===== config.mk =====
export PLATFORM = sky130hd
export DESIGN_NAME = inst_fetch_queue_flat
export DESIGN_NICKNAME = d
export VERILOG_FILES = /design/src/rtl/inst_fetch_queue_if.sv /design/src/rtl/inst_fetch_queue.sv /design/src/flat_wrapper.sv
export SDC_FILE = /design/constraint.sdc
export NUM_CORES = 1
export LEC_CHECK = 0
export BUFFER_PORTS_ARGS = -buffer_cell sky130_fd_sc_hd__buf_2
export CAP_MARGIN = 20
export CORE_UTILIZATION = 40
export DETAILED_ROUTE_END_ITERATION = 12
export GPL_ROUTABILITY_DRIVEN = 0
export PLACE_DENSITY = 0.58
export SYNTH_ARGS = -nofsm -noshare
export SYNTH_HDL_FRONTEND = slang
export SYNTH_SLANG_ARGS = --single-unit

===== constraint.sdc =====
create_clock -name clk -period 8.9 [get_ports clk]
set_input_delay 0.445 -clock clk [delete_from_list [all_inputs] [get_ports clk]]
set_output_delay 0.445 -clock clk [all_outputs]
set_load 0.03 [all_outputs]

===== src/rtl/inst_fetch_queue_if.sv =====
// Handshake bundle between IF3, the instruction fetch queue and decode.
interface inst_fetch_queue_if #(
    parameter int unsigned DEPTH = 8
);
    localparam int unsigned CNT_W = $clog2(DEPTH) + 1;

    logic             flush;
    logic             in_valid0;
    logic [31:0]      in_pc0;
    logic [31:0]      in_inst0;
    logic             in_valid1;
    logic [31:0]      in_pc1;
    logic [31:0]      in_inst1;
    logic             dec_stall;
    logic             pause_req;
    logic             out_valid0;
    logic [31:0]      out_pc0;
    logic [31:0]      out_inst0;
    logic             out_valid1;
    logic [31:0]      out_pc1;
    logic [31:0]      out_inst1;
    logic [CNT_W-1:0] occupancy;

    // Fetch/decode side: drives instructions, flush and stall; observes the queue.
    modport master (
        output flush, in_valid0, in_pc0, in_inst0, in_valid1, in_pc1, in_inst1, dec_stall,
        input  pause_req, out_valid0, out_pc0, out_inst0, out_valid1, out_pc1, out_inst1,
               occupancy
    );

    // Queue side.
    modport slave (
        input  flush, in_valid0, in_pc0, in_inst0, in_valid1, in_pc1, in_inst1, dec_stall,
        output pause_req, out_valid0, out_pc0, out_inst0, out_valid1, out_pc1, out_inst1,
               occupancy
    );
endinterface


===== src/rtl/inst_fetch_queue.sv =====
// Two-in / two-out first-word-fall-through instruction buffer between IF3 and decode.
module inst_fetch_queue #(
    parameter int unsigned DEPTH = 8
) (
    input  logic                clk,
    input  logic                rst,
    inst_fetch_queue_if.slave   q
);
    localparam int unsigned PTR_W = $clog2(DEPTH);
    localparam int unsigned CNT_W = PTR_W + 1;

    logic [31:0]      pc_mem   [DEPTH];
    logic [31:0]      inst_mem [DEPTH];
    logic [PTR_W-1:0] rd_ptr;
    logic [PTR_W-1:0] wr_ptr;
    logic [CNT_W-1:0] count;

    logic             pause_c;
    logic             wr0_en_c;
    logic             wr1_en_c;
    logic [31:0]      wr0_pc_c;
    logic [31:0]      wr0_inst_c;
    logic [1:0]       push_n_c;
    logic [1:0]       pop_n_c;
    logic [PTR_W-1:0] rd_ptr1_c;
    logic [PTR_W-1:0] wr_ptr1_c;

    // Push/pop decisions; valid lanes are compacted so a lone lane 1 lands at wr_ptr.
    always_comb begin
        pause_c    = count >= CNT_W'(DEPTH - 1);
        wr0_en_c   = !pause_c && !q.flush && (q.in_valid0 || q.in_valid1);
        wr1_en_c   = !pause_c && !q.flush && q.in_valid0 && q.in_valid1;
        wr0_pc_c   = q.in_valid0 ? q.in_pc0   : q.in_pc1;
        wr0_inst_c = q.in_valid0 ? q.in_inst0 : q.in_inst1;
        push_n_c   = {1'b0, wr0_en_c} + {1'b0, wr1_en_c};
        pop_n_c    = 2'd0;
        if (!q.flush && !q.dec_stall) begin
            pop_n_c = (count >= CNT_W'(2)) ? 2'd2 : {1'b0, count[0]};
        end
        rd_ptr1_c  = rd_ptr + PTR_W'(1);
        wr_ptr1_c  = wr_ptr + PTR_W'(1);
    end

    // Pointer and count update; flush clears everything and drops same-cycle inputs.
    always_ff @(posedge clk or posedge rst) begin
        if (rst) begin
            rd_ptr <= '0;
            wr_ptr <= '0;
            count  <= '0;
        end else if (q.flush) begin
            rd_ptr <= '0;
            wr_ptr <= '0;
            count  <= '0;
        end else begin
            rd_ptr <= rd_ptr + PTR_W'(pop_n_c);
            wr_ptr <= wr_ptr + PTR_W'(push_n_c);
            count  <= count + CNT_W'(push_n_c) - CNT_W'(pop_n_c);
        end
    end

    // Entry storage; contents are don't-care until written, so no reset.
    always_ff @(posedge clk) begin
        if (wr0_en_c) begin
            pc_mem[wr_ptr]   <= wr0_pc_c;
            inst_mem[wr_ptr] <= wr0_inst_c;
        end
        if (wr1_en_c) begin
            pc_mem[wr_ptr1_c]   <= q.in_pc1;
            inst_mem[wr_ptr1_c] <= q.in_inst1;
        end
    end

    assign q.pause_req  = pause_c;
    assign q.occupancy  = count;
    assign q.out_valid0 = count != '0;
    assign q.out_valid1 = count >= CNT_W'(2);
    assign q.out_pc0    = pc_mem[rd_ptr];
    assign q.out_inst0  = inst_mem[rd_ptr];
    assign q.out_pc1    = pc_mem[rd_ptr1_c];
    assign q.out_inst1  = inst_mem[rd_ptr1_c];
endmodule


===== src/flat_wrapper.sv =====
// flat-port wrapper written by rule: the top's interface ports become plain ports
module inst_fetch_queue_flat 
#(
    parameter int unsigned DEPTH = 8
)
  (clk, rst, q_flush, q_in_valid0, q_in_pc0, q_in_inst0, q_in_valid1, q_in_pc1, q_in_inst1, q_dec_stall, q_pause_req, q_out_valid0, q_out_pc0, q_out_inst0, q_out_valid1, q_out_pc1, q_out_inst1, q_occupancy);
  inst_fetch_queue_if #(.DEPTH(DEPTH)) q_i ();
  input  logic clk;
  input  logic rst;
  input wire logic [$bits(q_i.flush)-1:0] q_flush;
  input wire logic [$bits(q_i.in_valid0)-1:0] q_in_valid0;
  input wire logic [$bits(q_i.in_pc0)-1:0] q_in_pc0;
  input wire logic [$bits(q_i.in_inst0)-1:0] q_in_inst0;
  input wire logic [$bits(q_i.in_valid1)-1:0] q_in_valid1;
  input wire logic [$bits(q_i.in_pc1)-1:0] q_in_pc1;
  input wire logic [$bits(q_i.in_inst1)-1:0] q_in_inst1;
  input wire logic [$bits(q_i.dec_stall)-1:0] q_dec_stall;
  output wire logic [$bits(q_i.pause_req)-1:0] q_pause_req;
  output wire logic [$bits(q_i.out_valid0)-1:0] q_out_valid0;
  output wire logic [$bits(q_i.out_pc0)-1:0] q_out_pc0;
  output wire logic [$bits(q_i.out_inst0)-1:0] q_out_inst0;
  output wire logic [$bits(q_i.out_valid1)-1:0] q_out_valid1;
  output wire logic [$bits(q_i.out_pc1)-1:0] q_out_pc1;
  output wire logic [$bits(q_i.out_inst1)-1:0] q_out_inst1;
  output wire logic [$bits(q_i.occupancy)-1:0] q_occupancy;
  assign q_i.flush = q_flush;
  assign q_i.in_valid0 = q_in_valid0;
  assign q_i.in_pc0 = q_in_pc0;
  assign q_i.in_inst0 = q_in_inst0;
  assign q_i.in_valid1 = q_in_valid1;
  assign q_i.in_pc1 = q_in_pc1;
  assign q_i.in_inst1 = q_in_inst1;
  assign q_i.dec_stall = q_dec_stall;
  assign q_pause_req = q_i.pause_req;
  assign q_out_valid0 = q_i.out_valid0;
  assign q_out_pc0 = q_i.out_pc0;
  assign q_out_inst0 = q_i.out_inst0;
  assign q_out_valid1 = q_i.out_valid1;
  assign q_out_pc1 = q_i.out_pc1;
  assign q_out_inst1 = q_i.out_inst1;
  assign q_occupancy = q_i.occupancy;
  inst_fetch_queue #(.DEPTH(DEPTH)) u_core (.clk(clk), .rst(rst), .q(q_i));
endmodule

Yosys cells after proc, flatten, opt, wreduce, memory -nomap -nowiden
Memories as Yosys holds them, arrays and structs flattened.
Index checks and enable logic that the tools add are counted.
{ "word_totals": {"wordCells": 35, "output_inout_bits": 135, "regBits": 10, "in_bits": 134, "mem_count": 2, "ramBits": 512} }
{ "mem_list": {"columns": ["name", "depth", "word_bits", "read_ports", "rd_ports_with_merged_regs", "write_ports", "line_no", "source"], "rows": [
  ["u_core.inst_mem", 8, 32, 2, 0, 2, "inst_fetch_queue.sv:13", "logic [31:0] inst_mem [DEPTH];"],
  ["u_core.pc_mem", 8, 32, 2, 0, 2, "inst_fetch_queue.sv:12", "logic [31:0] pc_mem [DEPTH];"]
]} }
{ "op_classes": {"mux": 11, "magnitude_cmp": 2, "addsub": 7, "n_reduce_logical": 10} }
{ "op_table": {"columns": ["cell", "count"], "rows": [
  ["two-way mux 32 bit", 2],
  ["adder 3 x 1 -> 3 bit, second input constant", 2],
  ["adder 3 x 2 -> 3 bit", 2],
  ["two-way mux 3 bit", 2],
  ["logical AND 1 bit", 5],
  ["adder 4 x 2 -> 4 bit", 1],
  [">= comparator 4 x 2 -> 1 bit, second input constant", 1],
  [">= comparator 4 x 3 -> 1 bit, second input constant", 1],
  ["two-way mux 1 bit", 4],
  ["two-way mux 2 bit", 2],
  ["two-way mux 4 bit", 1],
  ["nonzero test 4 bit", 1],
  ["subtractor 4 x 2 -> 4 bit", 1],
  ["zero test 1 bit", 3],
  ["adder 1 x 1 -> 2 bit", 1],
  ["logical OR 1 bit", 1]
]} }

Depth between registers and ports, before layout
Gate-level depths: netlist of run 1.
{ "depth": {"word_depth": 9, "mapped_depth": 14, "ltp_nobuf": 13} }

Least setup slack after synthesis of run 1
No wires, ideal clock.
{ "synth_path": {"kind": "reg-to-reg", "from": "register u_core.count[3] (netlist: u_core.q.occupancy[3])", "to": "memory u_core.inst_mem[0][0], enable pin", "required_ps": 8239, "period_less_slack_ps": 8489, "arrival_time_ps": 7829, "path_buffers": 1, "path_stages_with_launch": 7, "setup_time_ps": 661, "slack_ps": 411, "path_cell_list": "dfrtp_1 -> inv_1 -> ha_1 -> a31oi_1 -> buf_2 -> nand2_1 -> o41ai_1"} }
{ "synth_lines": {"columns": ["element", "line_no", "source"], "rows": [
  ["from (decl)", "inst_fetch_queue.sv:16", "logic [CNT_W-1:0] count;"],
  ["from (signal assigned)", "inst_fetch_queue.sv:57", "count <= count + CNT_W'(push_n_c) - CNT_W'(pop_n_c);"],
  ["to (decl)", "inst_fetch_queue.sv:13", null]
]} }

Final worst setup path of run 1
{ "layout_path": {"from": "register u_core.rd_ptr[0]", "to": "output port q_out_pc0[16]"} }
{ "layout_between": {"elab_chain_len": 1} }
{ "layout_lines": {"columns": ["element", "line_no", "source"], "rows": [
  ["from (decl)", "inst_fetch_queue.sv:14", "logic [PTR_W-1:0] rd_ptr;"],
  ["from (signal assigned)", "inst_fetch_queue.sv:55", "rd_ptr <= rd_ptr + PTR_W'(pop_n_c);"],
  ["memory (8 x 32 bit)", null, null],
  ["to (decl)", "flat_wrapper.sv:20", "output wire logic [$bits(q_i.out_pc0)-1:0] q_out_pc0;"]
]} }
Every way passes these cells.

==> run_results.csv, run 1 <==
group,metric,value,unit
outcome,outcome,"complete, no violations",
min_path,hp-start,"q_flush",
route,drt_iter0_drc,1202,
sta,min_period,4890,ps
route,routed-via-count,17830,
synth,synth_top_cells_by_count,"edfxtp_1, mux2_2, mux4_2",
grt,grt_usage,22.5,%
synth,yosys.area.top_type_share,48.8,%
synth,synth_ff_type,"edfxtp_1",
power_and_ir_drop,p_total,0.00785,W
clock_tree,clkSinkCount,522,
route,viasPerCell,5.87,
clock_tree,cts_resized,0,
setup_path,ff2ff_setup_slack,5270,ps
clock_tree,root_buffer,"clkbuf_16",
synth,yosys_warnings,0,
floorplanning,core_area,77700,µm²
synth,syn_area,31500,µm²
floorplanning,die_w,283,µm
synth,synth_edf_count,512,
setup_path,timing.rr.start,"u_core.wr_ptr[0]",
floorplanning,die_h,283,µm
min_path,min_to,"u_core.q.occupancy[2]",
synth,syn_area_per_cell,18.5,µm²
placement,numPortBuffers,268,
finish,area_delta_synth_final,13.0,%
synth,synth_nets,1852,
power_and_ir_drop,p_leak,12.4,nW
sta,final-max-slew-violation-count,0,
synth,synthTopCellsByArea,"edfxtp_1, mux4_2, mux2_2, mux2_4, buf_6",
setup_path,cp.arrival,4440,ps
floorplanning,pin_count,269,
power_and_ir_drop,p_per_area,221,nW/µm²
setup_path,critPathSlowestCell,"dfrtp_4",
sta,rsz0062_at_grt,"false",
placement,place_hpwl,52.4,mm
setup_path,r2r.worst_path.cells,6,
sta,hold_violations,0,
floorplanning,rows,102,
synth,synthCells,1703,
grt,overflow,0,
route,drtAntennaViolNets,0,
sta,hold_slack,206,ps
min_path,hold_depth,2,
clock_tree,clk_latency,620,ps
grt,grt_pass1_wl,129,mm
finish,final_nets,2088,
sta,tns,0,ps
finish,drive_gt1_share,67.0,%
finish,final_cell_area,35600,µm²
setup_path,cp-end-kind,"output pin",
power_and_ir_drop,ir_worst_vdd,193,µV
clock_tree,cts_tree,"yes",
min_path,min_path_type,"input pin to flip-flop",
route,routed_wl,90.3,mm
synth,async_flop_share,1.92,%
setup_path,path_cells,"buf_12, buf_4, mux4_2, mux2_2, buf_2",
setup_path,r2r-end,"u_core.inst_mem[7][12]",
route,drtPass1Iterations,5,
sta,max_slew_margin,25.2,%
grt,grt_pass1_vias,18616,
grt,antenna_found_initial,10,
placement,post_dp_cell_area,33700,µm²
clock_tree,h-tree-depth,2,
sta,fmax,205,MHz
synth,ys_seq_area_share,49.6,%
setup_path,crit_type,"flip-flop to output pin",
grt,grt_max_degree,152,
setup_path,critical_path.max_stage_delay,1040,ps
setup_path,crit_fanout,151,
clock_tree,clk_path_buf_depth,3,
synth,yosysUniqueCellTypes,34,
synth,synth_top_area_cell,"edfxtp_1",
clock_tree,cts_buffers,60,
clock_tree,clk_pin_slew,60,ps
route,drc,0,
synth,synth_most_common_cell,"edfxtp_1",
sta,worst_slew_pin_slew,1120,ps
setup_path,cp.buffers_inverters,3,
sta,fin_skew,11.2,ps
run,drv_cap,0,
route,wl_per_cell,29.7,µm
setup_path,cp-start-kind,"flip-flop",
floorplanning,dieArea,79800,µm²
clock_tree,cts_setup_buffers,0,
sta,finalSetupViolCount,0,
setup_path,critical_path_required,8460,ps
sta,period_share,54.9,%
setup_path,crit_family,"buffers and inverters",
synth,ys_ff_latch,522,
finish,final_core_util,45.8,%
floorplanning,initial_core_util,40.5,%
cell type report:
| type | count | area [µm²] |
|---|---|---|
| fill | 6673 | 42200 |
| clock buffer | 86 | 1660 |
| inverter | 15 | 56.3 |
| sequential | 522 | 15600 |
| multi-input combinational | 1028 | 15000 |
| timing repair buffer | 312 | 1730 |
| clock inverter | 28 | 160 |
| tap | 1040 | 1300 |
| antenna | 7 | 17.5 |
report_power, final:
part / switching [W] / leakage, nW / internal, W / total (W)
clock network: 0.00101 / 0.882 / 0.00132 / 0.00233
registers: 0.000122 / 4.77 / 0.00292 / 0.00304
logic: 0.00140 / 6.73 / 0.00108 / 0.00248
total: 0.00253 / 12.4 / 0.00532 / 0.00785
cells in the final DEF, fill, tap and decap left out, types with 2 or more instances in the layout:
cell type	count
and2_1	2
buf_12	2
buf_2	267
buf_4	40
clkbuf_1	22
clkbuf_16	62
clkbuf_8	2
clkinv_1	18
clkinv_2	6
dfrtp_1	7
dfrtp_4	3
diode_2	7
edfxtp_1	512
fa_1	4
ha_1	10
inv_1	15
mux2_1	27
mux2_2	509
mux2_4	169
mux4_2	256
nand2_1	4
nand4_1	8
nor2_1	6
nor2b_1	9
o21ai_4	3
o31ai_4	4
xnor2_1	3
xor2_1	2
metal layers:
metal | track usage, % | routed length [µm]
met1 | 29.9 | 38100
met2 | 38.0 | 44500
met3 | 3.59 | 5410
met4 | 6.61 | 2250
met5 | 0 | 35
worst register-to-register path: cells and delay by family, from the launching register on:
family,cells,cell delay (ps)
muxes,1,430
buffers and inverters,2,1550
and+or+nand+nor,2,340
DFF,1,690
adders and majority gates,1,370
per-stage QoR:
stage / instances / setup WS (ps)
finish: 3038 / 4010
global route: 3038 / 3620
CTS: 3030 / 3810
detailed placement: 2915 / 4490
global placement: 2914 / 4550
floorplan: 1703 / 411
cells by family (layout without fill, tap and decap cells):
family	Yosys count	after routing	synth area share, %
muxes	961	961	45.5
adders and majority gates	15	15	0.691
AOI/OAI and AO/OA	12	12	0.262
xor gates and xnor gates	6	6	0.167
buffers and inverters	153	441	3.12
other	0	7	0
DFF	522	522	49.6
and+or+nand+nor	34	34	0.596
how the worst max path moves through the flow:
| stage | startpoint | endpoint | depth (start not counted) |
|---|---|---|---|
| after floorplan | u_core.q.occupancy[3] | u_core.inst_mem[0][0] | 6 |
| after global placement | u_core.rd_ptr[1] | q_out_inst0[30] | 5 |
| after detailed placement | u_core.rd_ptr[0] | q_out_pc0[16] | 5 |
| after CTS | u_core.rd_ptr[0] | q_out_pc0[16] | 5 |
| after global routing | u_core.rd_ptr[0] | q_out_pc0[16] | 5 |
| final | u_core.rd_ptr[0] | q_out_pc0[16] | 5 |
sequential cells by signal (all words and copies together), names as in the netlist:
register	flops
u_core.inst_mem	256
u_core.pc_mem	256
u_core.q.occupancy	4
u_core.rd_ptr	3
u_core.wr_ptr	3
what timing repair did:
| action | 4_1_cts | 5_1_grt |
|---|---|---|
| setup endpoints to repair | 0 | 0 |
| hold buffers | 1 | 0 |
| hold endpoints to repair | 10 | 0 |
Power figures use the tool's default switching activity.
==> run 2: changes to the inputs <==
Settings changed: ABC_AREA set to 1, PLACE_DENSITY 0.58 to 0.6.
Clock period 8.9 ns to 4.05 ns, I/O delays scaled along.
==> run_results.csv, run 2 <==
group,metric,value,unit
outcome,outcome,"complete, no violations",
floorplanning,initial_core_util,40.6,%
synth,synth_nets,4884,
setup_path,crit_path_frequent_cell,"nand2_1",
finish,final_common_cell,"nand2_1",
synth,synth_ff_type,"edfxtp_1",
floorplanning,die_h,297,µm
clock_tree,clkSinkCount,522,
synth,synth_top_cells_by_count,"nand2_1, nand3_1, edfxtp_1",
min_path,hold_depth,3,
placement,post_dp_cell_area,36200,µm²
clock_tree,cts_setup_buffers,0,
route,viasPerCell,5.52,
synth,synth_most_common_cell,"nand2_1",
setup_path,cp-start-kind,"flip-flop",
route,drc,0,
sta,tns,0,ps
synth,synth_compound_area_share,12.5,%
finish,drive_gt1_share,9.79,%
sta,rsz0062_at_grt,"false",
sta,hold_slack,25.3,ps
floorplanning,dieArea,88100,µm²
power_and_ir_drop,ir_worst_vdd,360,µV
route,drtPass1Iterations,6,
clock_tree,cts_buffers,58,
synth,synth_top_family_by_area,"simple AND/OR/NAND/NOR gates",
setup_path,crit_fanout,78,
power_and_ir_drop,p_per_area,508,nW/µm²
clock_tree,clk_path_buf_depth,3,
clock_tree,h-tree-depth,2,
synth,yosys.area_share.simple,31.7,%
power_and_ir_drop,p_total,0.0194,W
floorplanning,rows,107,
finish,area_delta_synth_final,10.1,%
sta,finalSetupViolCount,0,
route,drtAntennaViolNets,0,
placement,place_hpwl,68.3,mm
run,drv_cap,0,
floorplanning,core_area,85700,µm²
synth,syn_area,34800,µm²
route,routed-via-count,32639,
synth,syn_area_per_cell,7.35,µm²
setup_path,cp.arrival,3290,ps
clock_tree,clk_pin_slew,60,ps
sta,fmax,287,MHz
synth,yosys_warnings,0,
finish,final_nets,4868,
floorplanning,pin_count,269,
sta,worst_slew_pin_slew,1210,ps
grt,overflow,0,
sta,max_slew_margin,19.1,%
grt,grt_max_degree,209,
synth,synth-adder-area-share,0.626,%
setup_path,r2r-end,"u_core.q.occupancy[2]",
synth,yosysUniqueCellTypes,23,
synth,async_flop_share,1.92,%
route,drt_iter0_drc,3667,
setup_path,critical_path.max_stage_delay,650,ps
setup_path,critPathSlowestCell,"buf_4",
setup_path,r2r.worst_path.cells,12,
grt,grt_pass1_wl,186,mm
clock_tree,root_buffer,"clkbuf_16",
min_path,min_path_type,"input pin to flip-flop",
clock_tree,clk_latency,630,ps
synth,synth_edf_count,512,
finish,diodes,0,
setup_path,ff2ff_setup_slack,1040,ps
placement,numPortBuffers,268,
sta,final-max-slew-violation-count,0,
synth,ys_ff_latch,522,
clock_tree,cts_tree,"yes",
setup_path,cp-end-kind,"output pin",
synth,synthCells,4735,
power_and_ir_drop,p_leak,17.6,nW
grt,antenna_found_initial,4,
synth,ys_seq_area_share,44.9,%
grt,grt_usage,27.1,%
setup_path,path_cells,"buf_4, buf_4, o21ai_0, nand2_1, nand2_1, nand2_1, buf_2",
min_path,hp-start,"q_in_inst1[22]",
synth,synth_top_area_cell,"edfxtp_1",
grt,grt_pass1_vias,30173,
finish,fillers,8541,
sta,period_share,86.1,%
sta,hold_violations,0,
sta,min_period,3490,ps
synth,synthTopCellsByArea,"edfxtp_1, nand2_1, nand3_1, o211ai_1, inv_1",
synth,synthMuxAreaShare,0,%
synth,synth_xor_area_share,0.0755,%
min_path,min_to,"u_core.inst_mem[3][22]",
setup_path,crit_type,"flip-flop to output pin",
setup_path,timing.rr.start,"u_core.q.occupancy[3]",
finish,mostFrequentLayoutCells,"nand2_1, nand3_1, edfxtp_1, o211ai_1, inv_1",
finish,final_cell_area,38300,µm²
synth,yosys.area.top_type_share,44.2,%
route,routed_wl,123,mm
sta,fin_skew,17.7,ps
setup_path,critical_path_required,3850,ps
floorplanning,die_w,297,µm
route,wl_per_cell,20.8,µm
-- run 2: changes by cell type in the layout (fill, tap and decap cells not counted), sizes merged, moves of 23 or more --
| cell | previous run | this run |
|---|---|---|
| o211ai | 0 | 320 |
| dlygate4sd3 | 1 | 24 |
| inv | 16 | 284 |
| nand3 | 1 | 520 |
| nand2 | 4 | 2209 |
| buf | 311 | 343 |
| mux2 | 705 | 0 |
| a21oi | 1 | 195 |
| o21ai | 3 | 193 |
| mux4 | 256 | 0 |
-- run 2: power breakdown --
part	total (W)	internal [W]	switching (W)
Clock	0.00543	0.00312	0.00231
Sequential	0.00661	0.00643	0.000176
Combinational	0.00741	0.00187	0.00554
Total	0.0194	0.0114	0.00802
-- run 2: worst max-delay path by stage --
stage | endpoint | slack [ps] | start
floorplan | u_core.inst_mem[7][0] | 690 | u_core.q.occupancy[3]
global placement | u_core.q.occupancy[2] | 1090 | u_core.q.occupancy[2]
detailed placement | u_core.q.occupancy[2] | 1060 | u_core.q.occupancy[2]
CTS | q_out_pc0[5] | 580 | u_core.rd_ptr[0]
global route | q_out_pc0[30] | 430 | u_core.rd_ptr[0]
finish | q_out_pc0[5] | 560 | u_core.rd_ptr[0]
-- run 2: repair_timing --
item | CTS | global route
resized for setup | 0 | 0
hold buffers | 24 | 0
hold endpoints to repair | 122 | 0
-- run 2: cell families (layout without fill, tap and decap cells) --
logic type               count (synthesis)  in the layout
flip-flops                             522            522
XOR/XNOR                                 3              3
AO/OA/AOI/OAI                          708            708
AND/OR/NAND/NOR                       2759           2759
adder cells (fa/ha/maj)                 15             15
buffers and inverters                  728            762
-- run 2: critical path: cells and delay by family, from the launching register on --
kind                   cells  cell delay [ps]
DFF                        1              490
buffers and inverters      3             1510
and+or+nand+nor            3              370
AOI/OAI and AO/OA          1              210
-- run 2: per-stage QoR --
step                      setup WS [ps]  cells  util [%]
after floorplan                     692   4735         -
after global placement             1090   5779      42.2
after detailed placement           1060   5779      42.2
after CTS                           581   5913      44.7
after global routing                431   5913      44.7
final                               561   5913      44.7
-- run 2: metal layers --
| layer | global-route usage, % | wire [µm] |
|---|---|---|
| met2 | 44.6 | 57800 |
| met3 | 4.07 | 11100 |
| met5 | 0 | 23 |
| met4 | 8.35 | 3020 |
| met1 | 36.7 | 51200 |
-- run 2: layout make-up --
cell class	instances	area (µm²)	share of cell area, %
multi-input combinational	3485	15800	41.3
inverter	285	1080	2.82
timing repair buffer	367	2420	6.32
sequential	522	15600	40.8
clock inverter	39	352	0.918
tap	1144	1430	3.74
clock buffer	71	1560	4.08
